==> src/rtl/ctrl_pkg.sv <==
// Shared types and encodings for the multicycle control unit: state enum,
// opcode map, ALU operations, mux encodings and the packed control word.
package ctrl_pkg;

  typedef enum logic [3:0] {
    ST_FETCH    = 4'd0,
    ST_DECODE   = 4'd1,
    ST_EXEC     = 4'd2,
    ST_WB_ALU   = 4'd3,
    ST_WB_IMM   = 4'd4,
    ST_MEM_RD   = 4'd5,
    ST_MEM_WB   = 4'd6,
    ST_MEM_WR   = 4'd7,
    ST_BR_CALC  = 4'd8,
    ST_BR_WR    = 4'd9,
    ST_JMP_CALC = 4'd10,
    ST_PC_WR    = 4'd11,
    ST_HALT     = 4'd12
  } state_t;

  localparam logic [3:0] OP_ADD = 4'h0;
  localparam logic [3:0] OP_SUB = 4'h1;
  localparam logic [3:0] OP_LDI = 4'h8;
  localparam logic [3:0] OP_LD  = 4'h9;
  localparam logic [3:0] OP_ST  = 4'hA;
  localparam logic [3:0] OP_BZ  = 4'hB;
  localparam logic [3:0] OP_BC  = 4'hC;
  localparam logic [3:0] OP_JMP = 4'hD;
  localparam logic [3:0] OP_NOP = 4'hE;
  localparam logic [3:0] OP_HLT = 4'hF;

  localparam logic [2:0] ALU_ADD = 3'd0;
  localparam logic [2:0] ALU_SUB = 3'd1;
  localparam logic [2:0] ALU_AND = 3'd2;
  localparam logic [2:0] ALU_OR  = 3'd3;
  localparam logic [2:0] ALU_XOR = 3'd4;
  localparam logic [2:0] ALU_NOT = 3'd5;
  localparam logic [2:0] ALU_SHL = 3'd6;
  localparam logic [2:0] ALU_SHR = 3'd7;

  localparam logic [1:0] DATA_IMM  = 2'd0;
  localparam logic [1:0] DATA_MDR  = 2'd1;
  localparam logic [1:0] DATA_ALU  = 2'd2;
  localparam logic [1:0] DATA_ZERO = 2'd3;

  localparam logic [1:0] OPB_B    = 2'd0;
  localparam logic [1:0] OPB_ZERO = 2'd1;
  localparam logic [1:0] OPB_ONE  = 2'd2;
  localparam logic [1:0] OPB_OFF  = 2'd3;

  typedef struct packed {
    logic       pc_sel;
    logic       pc_wrt;
    logic       addr_sel;
    logic       ir_wrt;
    logic [1:0] data_sel;
    logic       rega_sel;
    logic       reg_wrt;
    logic       opa_sel;
    logic [1:0] opb_sel;
    logic [2:0] alu_sel;
    logic       re;
    logic       we;
    logic       halted;
  } ctrl_word_t;

  // Loads and stores address memory through IR[7:4], so they read that register as A.
  function automatic logic is_mem_op(input logic [3:0] opcode);
    return (opcode == OP_LD) || (opcode == OP_ST);
  endfunction

endpackage

==> src/rtl/control_unit_if.sv <==
// Control/status bundle between the control unit (master) and the datapath (slave).
interface control_unit_if;

  logic [3:0]  irout;
  logic [15:0] outA;
  logic        carry;

  logic        pc_sel;
  logic        pc_wrt;
  logic        addr_sel;
  logic        ir_wrt;
  logic [1:0]  data_sel;
  logic        rega_sel;
  logic        reg_wrt;
  logic        opa_sel;
  logic [1:0]  opb_sel;
  logic [2:0]  alu_sel;
  logic        re;
  logic        we;
  logic        carry_flag;
  logic        halted;

  modport master (
    input  irout, outA, carry,
    output pc_sel, pc_wrt, addr_sel, ir_wrt, data_sel, rega_sel, reg_wrt,
           opa_sel, opb_sel, alu_sel, re, we, carry_flag, halted
  );

  modport slave (
    output irout, outA, carry,
    input  pc_sel, pc_wrt, addr_sel, ir_wrt, data_sel, rega_sel, reg_wrt,
           opa_sel, opb_sel, alu_sel, re, we, carry_flag, halted
  );

endinterface

==> src/rtl/ctrl_outdec.sv <==
// Combinational state-to-control-word decoder. Outputs depend on the state,
// with the opcode only refining A-register select in DECODE and the ALU op in EXEC.
module ctrl_outdec
  import ctrl_pkg::*;
(
  input  state_t     state,
  input  logic [3:0] opcode,
  output ctrl_word_t cw
);

  always_comb begin
    cw = '0;
    unique case (state)
      ST_FETCH: begin
        cw.addr_sel = 1'b0;
        cw.re       = 1'b1;
        cw.ir_wrt   = 1'b1;
        cw.opa_sel  = 1'b1;
        cw.opb_sel  = OPB_ONE;
        cw.alu_sel  = ALU_ADD;
      end
      ST_DECODE: begin
        cw.pc_sel   = 1'b1;
        cw.pc_wrt   = 1'b1;
        cw.rega_sel = is_mem_op(opcode);
      end
      ST_EXEC: begin
        cw.opb_sel = OPB_B;
        cw.alu_sel = opcode[2:0];
      end
      ST_WB_ALU: begin
        cw.data_sel = DATA_ALU;
        cw.reg_wrt  = 1'b1;
      end
      ST_WB_IMM: begin
        cw.data_sel = DATA_IMM;
        cw.reg_wrt  = 1'b1;
      end
      ST_MEM_RD: begin
        cw.rega_sel = 1'b1;
        cw.opb_sel  = OPB_ZERO;
        cw.alu_sel  = ALU_ADD;
        cw.addr_sel = 1'b1;
        cw.re       = 1'b1;
      end
      ST_MEM_WB: begin
        cw.data_sel = DATA_MDR;
        cw.reg_wrt  = 1'b1;
      end
      ST_MEM_WR: begin
        cw.rega_sel = 1'b1;
        cw.opb_sel  = OPB_ZERO;
        cw.alu_sel  = ALU_ADD;
        cw.addr_sel = 1'b1;
        cw.we       = 1'b1;
      end
      // Branch target is PC+1+sext(offset); PC already advanced in DECODE.
      ST_BR_CALC: begin
        cw.opa_sel = 1'b1;
        cw.opb_sel = OPB_OFF;
        cw.alu_sel = ALU_ADD;
      end
      ST_BR_WR, ST_PC_WR: begin
        cw.pc_sel = 1'b1;
        cw.pc_wrt = 1'b1;
      end
      ST_JMP_CALC: begin
        cw.opa_sel = 1'b0;
        cw.opb_sel = OPB_ZERO;
        cw.alu_sel = ALU_ADD;
      end
      ST_HALT: begin
        cw.halted = 1'b1;
      end
      default: cw = '0;
    endcase
  end

endmodule

==> src/rtl/control_unit.sv <==
// Multicycle control FSM for the 16-bit RISC core: state register, next-state
// logic and the sticky carry flag; control word decoding lives in ctrl_outdec.
module control_unit
  import ctrl_pkg::*;
(
  input  logic                  clk,
  input  logic                  rst,
  control_unit_if.master        bus
);

  state_t     state_q, state_d;
  logic       carry_flag_q, carry_flag_d;
  ctrl_word_t cw;
  ctrl_word_t cw_out;
  logic       branch_taken;

  always_ff @(posedge clk or posedge rst) begin
    if (rst) begin
      state_q      <= ST_FETCH;
      carry_flag_q <= 1'b0;
    end else begin
      state_q      <= state_d;
      carry_flag_q <= carry_flag_d;
    end
  end

  assign branch_taken = ((bus.irout == OP_BZ) && (bus.outA == 16'h0000)) ||
                        ((bus.irout == OP_BC) && carry_flag_q);

  always_comb begin
    state_d      = state_q;
    carry_flag_d = carry_flag_q;
    unique case (state_q)
      ST_FETCH: state_d = ST_DECODE;
      ST_DECODE: begin
        if (!bus.irout[3]) begin
          state_d = ST_EXEC;
        end else begin
          unique case (bus.irout)
            OP_LDI:        state_d = ST_WB_IMM;
            OP_LD:         state_d = ST_MEM_RD;
            OP_ST:         state_d = ST_MEM_WR;
            OP_BZ, OP_BC:  state_d = ST_BR_CALC;
            OP_JMP:        state_d = ST_JMP_CALC;
            OP_NOP:        state_d = ST_FETCH;
            OP_HLT:        state_d = ST_HALT;
            default:       state_d = ST_FETCH;
          endcase
        end
      end
      // Only ADD and SUB produce a meaningful carry; all other ops keep the flag.
      ST_EXEC: begin
        if ((bus.irout == OP_ADD) || (bus.irout == OP_SUB)) begin
          carry_flag_d = bus.carry;
        end
        state_d = ST_WB_ALU;
      end
      ST_WB_ALU:   state_d = ST_FETCH;
      ST_WB_IMM:   state_d = ST_FETCH;
      ST_MEM_RD:   state_d = ST_MEM_WB;
      ST_MEM_WB:   state_d = ST_FETCH;
      ST_MEM_WR:   state_d = ST_FETCH;
      ST_BR_CALC:  state_d = branch_taken ? ST_BR_WR : ST_FETCH;
      ST_BR_WR:    state_d = ST_FETCH;
      ST_JMP_CALC: state_d = ST_PC_WR;
      ST_PC_WR:    state_d = ST_FETCH;
      ST_HALT:     state_d = ST_HALT;
      default:     state_d = ST_FETCH;
    endcase
  end

  ctrl_outdec u_outdec (
    .state  (state_q),
    .opcode (bus.irout),
    .cw     (cw)
  );

  // Reset masks every output combinationally so an aborted write never lingers.
  assign cw_out = rst ? '0 : cw;

  assign bus.pc_sel     = cw_out.pc_sel;
  assign bus.pc_wrt     = cw_out.pc_wrt;
  assign bus.addr_sel   = cw_out.addr_sel;
  assign bus.ir_wrt     = cw_out.ir_wrt;
  assign bus.data_sel   = cw_out.data_sel;
  assign bus.rega_sel   = cw_out.rega_sel;
  assign bus.reg_wrt    = cw_out.reg_wrt;
  assign bus.opa_sel    = cw_out.opa_sel;
  assign bus.opb_sel    = cw_out.opb_sel;
  assign bus.alu_sel    = cw_out.alu_sel;
  assign bus.re         = cw_out.re;
  assign bus.we         = cw_out.we;
  assign bus.halted     = cw_out.halted;
  assign bus.carry_flag = rst ? 1'b0 : carry_flag_q;

endmodule

==> src/flat_wrapper.sv <==
// flat-port wrapper written by rule: the top's interface ports become plain ports
module control_unit_flat import ctrl_pkg::*;
  (clk, rst, bus_irout, bus_outA, bus_carry, bus_pc_sel, bus_pc_wrt, bus_addr_sel, bus_ir_wrt, bus_data_sel, bus_rega_sel, bus_reg_wrt, bus_opa_sel, bus_opb_sel, bus_alu_sel, bus_re, bus_we, bus_carry_flag, bus_halted);
  control_unit_if bus_i ();
  input  logic clk;
  input  logic rst;
  input wire logic [$bits(bus_i.irout)-1:0] bus_irout;
  input wire logic [$bits(bus_i.outA)-1:0] bus_outA;
  input wire logic [$bits(bus_i.carry)-1:0] bus_carry;
  output wire logic [$bits(bus_i.pc_sel)-1:0] bus_pc_sel;
  output wire logic [$bits(bus_i.pc_wrt)-1:0] bus_pc_wrt;
  output wire logic [$bits(bus_i.addr_sel)-1:0] bus_addr_sel;
  output wire logic [$bits(bus_i.ir_wrt)-1:0] bus_ir_wrt;
  output wire logic [$bits(bus_i.data_sel)-1:0] bus_data_sel;
  output wire logic [$bits(bus_i.rega_sel)-1:0] bus_rega_sel;
  output wire logic [$bits(bus_i.reg_wrt)-1:0] bus_reg_wrt;
  output wire logic [$bits(bus_i.opa_sel)-1:0] bus_opa_sel;
  output wire logic [$bits(bus_i.opb_sel)-1:0] bus_opb_sel;
  output wire logic [$bits(bus_i.alu_sel)-1:0] bus_alu_sel;
  output wire logic [$bits(bus_i.re)-1:0] bus_re;
  output wire logic [$bits(bus_i.we)-1:0] bus_we;
  output wire logic [$bits(bus_i.carry_flag)-1:0] bus_carry_flag;
  output wire logic [$bits(bus_i.halted)-1:0] bus_halted;
  assign bus_i.irout = bus_irout;
  assign bus_i.outA = bus_outA;
  assign bus_i.carry = bus_carry;
  assign bus_pc_sel = bus_i.pc_sel;
  assign bus_pc_wrt = bus_i.pc_wrt;
  assign bus_addr_sel = bus_i.addr_sel;
  assign bus_ir_wrt = bus_i.ir_wrt;
  assign bus_data_sel = bus_i.data_sel;
  assign bus_rega_sel = bus_i.rega_sel;
  assign bus_reg_wrt = bus_i.reg_wrt;
  assign bus_opa_sel = bus_i.opa_sel;
  assign bus_opb_sel = bus_i.opb_sel;
  assign bus_alu_sel = bus_i.alu_sel;
  assign bus_re = bus_i.re;
  assign bus_we = bus_i.we;
  assign bus_carry_flag = bus_i.carry_flag;
  assign bus_halted = bus_i.halted;
  control_unit u_core (.clk(clk), .rst(rst), .bus(bus_i));
endmodule
==> config.mk <==
export PLATFORM = sky130hd
export DESIGN_NAME = control_unit_flat
export DESIGN_NICKNAME = d
export VERILOG_FILES = /design/src/rtl/ctrl_pkg.sv /design/src/rtl/control_unit_if.sv /design/src/rtl/ctrl_outdec.sv /design/src/rtl/control_unit.sv /design/src/flat_wrapper.sv
export SDC_FILE = /design/constraint.sdc
export NUM_CORES = 1
export LEC_CHECK = 0
export ABC_CLOCK_PERIOD_IN_PS = 4100
export CORE_MARGIN = 3
export CORE_UTILIZATION = 43
export CTS_CLUSTER_DIAMETER = 120
export CTS_CLUSTER_SIZE = 24
export DETAILED_ROUTE_END_ITERATION = 10
export PLACE_DENSITY = 0.89
export SLEW_MARGIN = 25
export SYNTH_ARGS = -nofsm -noshare
export SYNTH_HDL_FRONTEND = slang
export SYNTH_HIERARCHICAL = 1
export SYNTH_SLANG_ARGS = --single-unit
==> constraint.sdc <==
create_clock -name clk -period 4.1 [get_ports clk]
set_input_delay 0.41 -clock clk [delete_from_list [all_inputs] [get_ports clk]]
set_output_delay 0.41 -clock clk [all_outputs]
set_load 0.01 [all_outputs]
---- After elaboration in Yosys (flattened, before gate mapping) ----
Memory sizes are Yosys's and may differ from the RTL's.
Index checks and enable logic that the tools add are counted.
word-level totals
  input bits .............................. 23
  output and inout port bits .............. 18
  logic and storage cells ................. 51
  memories kept ........................... 1
  memory bits (read-only) ................. 64
  bits in registers ....................... 5
operators by class
  equal/unequal tests ..................... 17
  reduce and logical (&&, ||, !) cells .... 15
  multiplexer cells ....................... 16
memories
  name              depth  width  read ports  clocked after memory_dff  write ports  line                RTL
  (name not given)  16     4      1           0                         0            control_unit.sv:39  unique case (bus.irout)
operators by type and width
  operator                                       count
  == test 4 bit, second input constant           9
  one-hot mux 4 bit (7 select lines)             1
  one-hot mux 5 bit (4 select lines)             1
  two-way mux 17 bit                             1
  == test 4 x 3 -> 1 bit, second input constant  4
  zero test 16 bit                               1
  OR reduction 3 bit                             3
  == test 4 x 1 -> 1 bit, second input constant  2
  == test 4 x 2 -> 1 bit, second input constant  2
  zero test 4 bit                                2
  two-way mux 1 bit                              8
  two-way mux 4 bit                              2
  OR reduction 2 bit                             3
  one-hot mux 2 bit (2 select lines)             1
  logical OR 1 bit                               3
  logical AND 1 bit                              2
  two-way mux 2 bit                              1
  one-hot mux 1 bit (2 select lines)             1
  AND reduction 2 bit                            1

---- Longest topological paths before layout ----
  word-level depth ........................ 5
  depth in mapped cells ................... 6
  depth with buffers taken out ............ 6

---- Modules after synthesis ----
The synthesis kept the hierarchy.
modules (own cells, without submodules)
  module        seq. area each (um2)  area an instance (um2)  cells each  instances
  control_unit  125.1                 565.5                   71          1
  ctrl_outdec   0.0                   242.7                   32          1

---- Worst setup path before layout ----
Ideal clock, no wire load.
  kind .................................... register -> output
  start point ............................. reg u_core.state_q[0]
  end point ............................... out bus_pc_sel
  stages on the path, launching flop included .. 6
  arrival time ............................ 1.268 ns
  slack ................................... 2.422 ns
  required time ........................... 3.690 ns
  cells stage by stage .................... dfrtp_1 -> buf_6 -> and2b_4 -> a21boi_2 -> buf_4 -> nor2b_1
RTL lines
  element                 line                RTL
  from (decl)             control_unit.sv:11  state_t state_q, state_d;
  from (signal assigned)  control_unit.sv:22  state_q <= state_d;
  to (decl)               flat_wrapper.sv:10  output wire logic [$bits(bus_i.pc_sel)-1:0] bus_pc_sel;

==> results summary <==
The flow ran to the end, and the final reports show no timing, DRC or antenna violations. Hold repair after CTS inserted 0 buffers. The buffer type at the clock tree root is sky130_fd_sc_hd__clkbuf_4. The cell count of the worst hold path came out at 1.

The global placer's final weighted congestion is 0.863. Before antenna repair, the detailed router went through 4 iterations. The initial antenna violation count is 0. The fraction of layout cells with a size suffix above 1 came out at 8.57%. The final critical path takes up 64.3% of the cycle.

The post-synthesis share of cell area spent on full adders, half adders and majority gates is 7.74%. The maximum number of buffers from clock root to sink came out at 2. Data on the critical path arrives at its endpoint at 2.23 ns. The combined global-route utilization of all metal layers is 16.3%. The count of final max-slew check failures was 0. The slew at the pin with the worst max-slew slack is 0.701 ns. The DRC violations left came out at 0. The number of nets in the synthesized netlist is 131. The insertion delay of the later-clocked pin in the worst-skew pair is 0.26 ns. The wire length after detailed routing is 1.93 mm. After floorplanning, the core was divided into 15 placement rows. The final worst setup slack is 1.46 ns. The detailed router finished its first iteration with 9 violations. The xor-xnor portion of the synthesized cell area came out at 1.08%. The post-layout net count is 169. The wire length of the first global-routing pass is 3.19 mm. The cell count after placement came out at 161. Across the run, the number of max-cap violations was 0. Summing the areas of all and, or, nand and nor instances in the mapped netlist gives 50.0% of the synthesized area. The compound-gate portion of the synthesized area is 13.3%.

After clock tree synthesis, the clock-pin slew on the worst setup and hold paths is 0.05 ns. The overall power after layout is 519 uW. Pin placement for this block handled 41 I/O pins. The H-tree depth came out at 1. The number of failing hold endpoints at the final stage is 0.

The count of cells along the worst register-to-register path came out at 3. The routed length per placed instance came out at 11.7 um. Once detail routing completed, the nets flagged for antenna violations numbered 0. The critical path data required time came out at 3.69 ns.

The analysis attributes to cell leakage a power of 0.477 nW. The most common library cell in the layout ignoring fill and taps is sky130_fd_sc_hd__clkdlybuf4s50_1. Buffers inserted during clock tree synthesis total 3. Averaged over all synthesized cells, the footprint is 7.85 sq um.

The number of instances resized during post-cts repair came out at 0. The effective utilization at floorplan came out at 46.3%. The area added between synthesis and finish came out at 49.7%. The post-layout instance count excluding filler cells came out at 165.

Leaving out fill and tap cells, the most frequent cells in the layout are 40 x sky130_fd_sc_hd__clkdlybuf4s50_1, 18 x sky130_fd_sc_hd__nor2b_1, 8 x sky130_fd_sc_hd__nand2_1. The time the final worst path needs with I/O delays and setup is 2.64 ns. The fmax came out at 380 MHz. The total of buffers placed on input and output ports came out at 40.

The portion of synthesized area spent on multiplexers is 2.63%. The worst setup path is of the in2out kind. The core area came out at 0.00175 sq mm. Measured on the finished design, the core utilization comes to 69.3%. The register cell area after layout is 125 sq um. The antenna diode count is 0. Setup violations remaining at the end of the flow were counted as 0. The area of the multi-input gates came out at 604 sq um. The worst max-slew margin expressed relative to the limit is 53.3%. Setup repair after global routing left no endpoint under its margin. The clock tree from TritonCTS is built. The post-synthesis instance area came out at 808 sq um. The synthesized design contains 5 register bits.

The path class of the tightest hold or removal check is reg2reg. The combinational family with the most area after synthesis is simple AND/OR/NAND/NOR gates. The number of distinct library cells after synthesis came out at 41. STA classifies the critical path endpoint as a primary output. The die covers 0.00244 sq mm. The horizontal die dimension came out at 49.4 um. The maximum number of pins on one net before global-route repair came out at 23.

The buffer count from post-CTS setup fixing is 0. The Yosys warning count is 6. The sum of overflow across all layers after global routing came out at 0. The total via count in the routed design is 874.

Clock skew on the completed layout was measured at 0.00284 ns. The half-perimeter wire length of the detailed placement result is 1.51 mm. The total negative slack came out at 0 ns. From bottom edge to top edge, the die measures 49.4 um.

The worst slack at placement is 1.46 ns. The worst ir drop on vdd is 225 uV. For this run, the register share of the synthesized area comes to 15.5%.

The biggest fanout along the worst timing path is 7. The count of clock tree sinks is 5. The areal power density over the cells is 429 mW/mm^2.

The via-per-instance ratio came out at 5.30. The worst setup path is launched from a primary input. The number of fill cells is 171. The count of mapped cells out of synthesis came out at 103.

The via count of the first global-routing pass came out at 802.
-- power by group --
| part | internal [mW] | switching [mW] |
|---|---|---|
| clock network | 0.0371 | 0.0243 |
| logic | 0.195 | 0.110 |
| registers | 0.0671 | 0.0863 |
-- kinds of logic (layout without fill, tap and decap cells) --
| group | count (synthesis) | in the layout |
|---|---|---|
| buf+inv | 13 | 50 |
| xor+xnor | 1 | 1 |
| flops | 5 | 5 |
| mux | 2 | 2 |
| simple gates | 63 | 63 |
| compound gates | 14 | 14 |
| fa+ha+maj | 5 | 5 |
-- synthesized netlist by cell type --
cell / instances / area [sq um]
sky130_fd_sc_hd__a31oi_1: 1 / 6.26
sky130_fd_sc_hd__nor4b_4: 1 / 23.8
sky130_fd_sc_hd__mux2_1: 1 / 11.3
sky130_fd_sc_hd__nand2b_1: 2 / 12.5
sky130_fd_sc_hd__nor4b_1: 1 / 8.76
sky130_fd_sc_hd__nor3b_1: 1 / 7.51
sky130_fd_sc_hd__and4bb_2: 1 / 12.5
sky130_fd_sc_hd__and2_1: 4 / 25.0
sky130_fd_sc_hd__a2111oi_2: 1 / 15.0
sky130_fd_sc_hd__and2b_4: 1 / 10.0
sky130_fd_sc_hd__buf_4: 4 / 30.0
sky130_fd_sc_hd__nor3_2: 1 / 10.0
sky130_fd_sc_hd__xor2_1: 1 / 8.76
sky130_fd_sc_hd__dfrtp_1: 5 / 125
sky130_fd_sc_hd__inv_2: 1 / 3.75
sky130_fd_sc_hd__a21boi_2: 1 / 11.3
sky130_fd_sc_hd__and3_4: 1 / 11.3
sky130_fd_sc_hd__nand3b_1: 1 / 7.51
sky130_fd_sc_hd__nand2_1: 8 / 30.0
sky130_fd_sc_hd__o211ai_1: 1 / 7.51
sky130_fd_sc_hd__or3_1: 1 / 6.26
sky130_fd_sc_hd__nor4_2: 1 / 12.5
sky130_fd_sc_hd__o32ai_1: 1 / 8.76
sky130_fd_sc_hd__o31ai_1: 1 / 7.51
sky130_fd_sc_hd__inv_1: 5 / 18.8
sky130_fd_sc_hd__ha_1: 5 / 62.6
sky130_fd_sc_hd__clkbuf_1: 1 / 3.75
sky130_fd_sc_hd__o41ai_1: 1 / 8.76
sky130_fd_sc_hd__nor2b_1: 18 / 113
sky130_fd_sc_hd__buf_6: 2 / 22.5
sky130_fd_sc_hd__nand4_1: 1 / 6.26
sky130_fd_sc_hd__mux2i_1: 1 / 10.0
sky130_fd_sc_hd__nor3_1: 4 / 20.0
sky130_fd_sc_hd__and4_1: 1 / 8.76
sky130_fd_sc_hd__nor2_1: 7 / 26.3
sky130_fd_sc_hd__a21oi_1: 3 / 15.0
sky130_fd_sc_hd__nor4_1: 6 / 37.5
sky130_fd_sc_hd__and2b_1: 2 / 15.0
sky130_fd_sc_hd__o21ai_0: 1 / 5.00
sky130_fd_sc_hd__a21o_1: 2 / 15.0
sky130_fd_sc_hd__a211oi_1: 1 / 7.51
-- per-stage QoR --
stage	hold WS, ns	instance area, sq um
floorplan	0.400	808
global placement	0.533	1180
detailed placement	0.505	1180
CTS	0.516	1210
global route	0.531	1210
finish	0.511	1210
-- critical path: stages --
cell                              delay, ns
sky130_fd_sc_hd__clkdlybuf4s50_1       0.62
sky130_fd_sc_hd__xor2_1                0.18
sky130_fd_sc_hd__a31oi_1               0.10
sky130_fd_sc_hd__nor3b_1               0.19
sky130_fd_sc_hd__nor2b_1               0.16
sky130_fd_sc_hd__clkdlybuf4s50_1       0.57
-- final timing paths --
check	to	startpoint	slack, ns
max	bus_rega_sel	bus_irout[1]	1.46
min	u_core/carry_flag_q$_DFFE_PP0P_	u_core/carry_flag_q$_DFFE_PP0P_	0.51
max reg2reg	u_core/carry_flag_q$_DFFE_PP0P_	u_core/state_q[1]$_DFF_PP0_	2.42
min reg2reg	u_core/carry_flag_q$_DFFE_PP0P_	u_core/carry_flag_q$_DFFE_PP0P_	0.51
max in group asynchronous	u_core/state_q[3]$_DFF_PP0_	rst	3.13
min in group asynchronous	u_core/state_q[0]$_DFF_PP0_	rst	0.78
-- registers in the layout (all words and copies together) (netlist names) --
| register | count |
|---|---|
| u_core/carry_flag_q | 1 |
| u_core/state_q | 4 |
-- cell type report --
cell class                 instances  share of cell area, %
timing repair buffer              40                   33.1
tap                               25                   2.59
multi-input combinational         85                   49.9
clock buffer                       4                   2.17
inverter                           6                   1.86
sequential                         5                   10.3
-- layer usage --
| metal | vias to the layer above | track usage, % | share of wire [%] |
|---|---|---|---|
| met4 | 0 | 5.69 | 1.2 |
| met1 | 378 | 16.7 | 40 |
| met5 | - | 0 | 0 |
| met2 | 58 | 31.9 | 50 |
| met3 | 2 | 3.06 | 9.3 |
| li1 | 436 | - | - |
No activity file was read; power rests on OpenSTA's default activity.
==> RTL change 1, RTL diff (same flow settings) <==
Make the reset (`rst`) synchronous in one clocked block.
--- a/src/rtl/control_unit.sv
+++ b/src/rtl/control_unit.sv
@@ -15,5 +15,5 @@
   logic       branch_taken;
 
-  always_ff @(posedge clk or posedge rst) begin
+  always_ff @(posedge clk) begin
     if (rst) begin
       state_q      <= ST_FETCH;
Function: no difference found for any inputs over 10 cycles, from zero or initial values and one cycle with rst high; that may be too few to reach the edited logic, so the function may still have changed.
==> RTL change 1 against the original RTL <==
Clock skew up 0.0050 ns; non-clock buffer count unchanged; utilization up 3.8 points; cell area down 1.6%; routed wire length up 3.6%; setup slack better by 0.060 ns; area after synthesis down 1.4%; count of clock-buffer cells in the layout unchanged; sequential cell count unchanged; worst hold slack better by 0.050 ns; critical path type unchanged; largest cell class unchanged; highest routed layer unchanged.
Power is not compared: it rests on default switching activity, and its combinational part moved more than twofold at a synthesized area within 25%.
==> RTL change 1: results (changes against the original RTL) <==
Outcome
  • Status: finished, final reports clean (unchanged)

GRT
  • Grt met2 use: 32.6% (was 31.9%)
  • Gr usage total: 17.5% (was 16.3%)
  • Met1 Use GR: 16.6% (was 16.7%)
  • Met3 usage: 7.03% (was 3.06%)
  • Number of global-route vias before repair: 858 (was 802)

Power and ir drop
  • Leakage: between 0.4 and 0.5 nW

Drt
  • WL met1: 799 microns (was 768 microns)
  • WL met3: 156 microns (was 179 microns)
  • Met2 routed WL: 1000 microns (was 953 microns)
  • Wirelength per Cell: 12.0 microns (was 11.7 microns)
  • Via/cell ratio: 5.20 (was 5.30)

Yosys
  • Top cells by count, synth: 20 x nor2b_1, 9 x nor2_1, 6 x nor3_1 (was 18 x nor2b_1, 8 x nand2_1, 7 x nor2_1)
  • Post-synth ARST share: 0% (was 100%)
  • Post-synthesis sequential area ratio: 12.6% (was 15.5%)
  • Area contributors post-synth: nor2b_1 16%, dfxtp_1 13%, ha_1 7.8% (was dfrtp_1 15%, nor2b_1 14%, ha_1 7.7%)
  • Syn Nets: 135 (was 131)
  • Netlist cell types: 39 (was 41)
  • Primary FF master, synth: dfxtp_1 (was dfrtp_1)

Worst setup path
  • R2R Setup Slk: 2.59 ns (was 2.42 ns)
  • Arrival time at the worst endpoint: 2.16 ns (was 2.23 ns)
  • Worst R2R Path Depth: 4 (was 3)

STA
  • Clock skew: 0.00779 ns (was 0.00284 ns)
  • Worst Max-Slew Pin Slew: 0.695 ns (was 0.701 ns)

Worst hold path
  • Hold depth: 2 (was 1)

Place
  • Routability congestion estimate: 0.876 (was 0.863)
  • DPL Wire Length: 1620 microns (was 1510 microns)
  • Instance area at placement: 1160 sq um (was 1180 sq um)

CTS
  • Gates resized, CTS repair: 0 (unchanged)
  • Worst-Skew Late Latency: 0.24 ns (was 0.26 ns)

Final layout
  • Fillers: 132 (was 171)
## RTL change 1: worst paths after layout
kind	start	to
setup / recovery	bus_irout[0]	bus_rega_sel
hold / removal	u_core/carry_flag_q	u_core/carry_flag_q
setup reg to reg	u_core/state_q[2]	u_core/carry_flag_q
hold reg to reg	u_core/carry_flag_q	u_core/carry_flag_q
## RTL change 1: per-stage QoR
step | std cells | utilization, % | hold slack (ns) | worst slack (ns) | total power, mW
5_1_grt | 166 | 73.1 | 0.595 | 1.36 | 0.303
3_3_place_gp | 162 | 71.5 | 0.527 | 1.53 | 0.220
2_1_floorplan | 107 | - | 0.478 | 2.48 | 0.172
3_5_place_dp | 162 | 71.5 | 0.556 | 1.52 | 0.227
4_1_cts | 166 | 73.1 | 0.557 | 1.51 | 0.285
6_report | 166 | 73.1 | 0.560 | 1.53 | 0.282
## RTL change 1: kinds of logic (layout without fill, tap and decap cells)
family / after synthesis / after routing / share of synthesized area, %
xor+xnor: 2 / 2 / 2.20
fa+ha+maj: 5 / 5 / 7.85
buf+inv: 14 / 49 / 10.2
simple gates: 62 / 62 / 49.3
flops: 5 / 5 / 12.6
mux: 3 / 3 / 3.92
compound gates: 16 / 16 / 14.0
## RTL change 1: final cells by class
class / count / area [sq um] / area share (%)
flip-flops and latches: 5 / 100 / 8.40
repair buffers: 40 / 400 / 33.6
multi-input cells: 88 / 616 / 51.7
inverters: 5 / 18.8 / 1.58
well taps: 24 / 30.0 / 2.52
clock buffers: 4 / 26.3 / 2.21
## RTL change 1: report_power, final
part           total (mW)  internal [mW]  switching, mW
Clock              0.0562         0.0367         0.0195
Combinational       0.146         0.0906         0.0550
Sequential         0.0798         0.0542         0.0256
Total               0.282          0.182          0.100
==> RTL change 2, RTL diff (same settings) <==
Without the edit above. Register the output `bus.carry_flag`; this adds one clock of latency there.
--- a/src/rtl/control_unit.sv
+++ b/src/rtl/control_unit.sv
@@ -92,5 +92,7 @@
   assign bus.we         = cw_out.we;
   assign bus.halted     = cw_out.halted;
-  assign bus.carry_flag = rst ? 1'b0 : carry_flag_q;
+  always_ff @(posedge clk) begin
+    bus.carry_flag <= rst ? 1'b0 : carry_flag_q;
+  end
 
 endmodule
Formal check against the unedited RTL: not equivalent (a bounded check fails within 4 cycles, from zero or initial values and one cycle with rst high).
==> RTL change 2 against the original RTL <==
Power grew 1.3%; sequential cell count up 1; routed wire length increased by 17%; critical path depth is the same; cell area down 0.10%; die area down 0.81%; area after synthesis shrank 0.93%; setup slack improved by 0.057 ns; critical endpoint unchanged; largest power group unchanged.
==> RTL change 2: results (changes against the original RTL) <==
Worst hold path
  • Hold Path Sink: u_core/bus.carry_flag (was u_core/carry_flag_q)

STA
  • Relative slew slack: 61.0% (was 53.3%)
  • Clock skew: 0.0142 ns (was 0.00284 ns)

Drt
  • DRT Wirelength: 2250 microns (was 1930 microns)
  • Met2 routed WL: 1130 microns (was 953 microns)
  • WL met1: 813 microns (was 768 microns)
  • 1st-pass router iterations: 6 (was 4)
  • WL met3: 235 microns (was 179 microns)

Place
  • DPL Wire Length: 1710 microns (was 1510 microns)
  • Routability congestion estimate: 0.865 (was 0.863)

Power and ir drop
  • Sw Share: 41.8% (was 42.5%)
  • Combinational share of power: 58.9% (was 58.6%)
  • Worst VDD drop: 0.356 mV (was 0.225 mV)
  • P_clk: 0.0642 mW (was 0.0614 mW)
  • Leakage: 0.477 nW (about the same)

Worst setup path
  • Worst R2R Path Depth: 4 (was 3)
  • R2r startpoint: u_core/state_q[2] (was u_core/state_q[1])
  • Arrival time at the worst endpoint: 2.17 ns (was 2.23 ns)
  • R2R Setup Slk: 2.31 ns (was 2.42 ns)

Final layout
  • Buffering overhead: 33.1% (about the same)
  • Sequential share of cell area: 12.0% (was 10.3%)
  • Fillers: 143 (was 171)
  • Fraction of area in multi-input gates: 48.7% (was 49.9%)

Yosys
  • Area contributors post-synth: dfrtp_1 16%, nor2b_1 15%, ha_1 7.8% (was dfrtp_1 15%, nor2b_1 14%, ha_1 7.7%)
  • Syn Nets: 129 (was 131)
  • Top cells by count, synth: 19 x nor2b_1, 8 x nor2_1, 6 x nand2_1 (was 18 x nor2b_1, 8 x nand2_1, 7 x nor2_1)
  • Netlist cell types: 36 (was 41)
  • Post-synth ARST share: 83.3% (was 100%)
  • Post-synthesis sequential area ratio: 18.1% (was 15.5%)

GRT
  • Grt met2 use: 36.2% (was 31.9%)
  • First-pass GRT wire length: 3720 microns (was 3190 microns)
  • Gr usage total: 19.7% (was 16.3%)
  • Number of global-route vias before repair: 831 (was 802)
  • Met3 usage: 7.03% (was 3.06%)
  • Largest net degree at the start of global routing: 20 (was 23)

Outcome
  • Status: finished, final reports clean (unchanged)
RTL change 2: worst reg2reg max path: stages, from the launching register on:
cell and delay, ns:
dfrtp_1 0.57, nor2_1 0.35, nand3b_1 0.12, or4_1 0.48, o21ai_0 0.14
RTL change 2: cells by family (layout without fill, tap and decap cells):
| family | Yosys count | after routing | share of synthesized area, % |
|---|---|---|---|
| XOR/XNOR | 1 | 1 | 1.09 |
| multiplexers | 3 | 3 | 4.06 |
| AO/OA/AOI/OAI | 12 | 12 | 9.84 |
| AND/OR/NAND/NOR | 63 | 63 | 50.6 |
| buffers and inverters | 11 | 49 | 8.44 |
| adder cells (fa/ha/maj) | 5 | 5 | 7.81 |
| flip-flops | 6 | 6 | 18.1 |
RTL change 2: through the flow:
stage               hold WS [ns]  cells  setup WS [ns]  area, sq um
floorplan                  0.400    101           2.50          801
global route               0.575    163           1.39         1210
CTS                        0.513    163           1.52         1210
finish                     0.518    163           1.52         1210
detailed placement         0.503    159           1.52         1180
global placement           0.499    159           1.53         1180
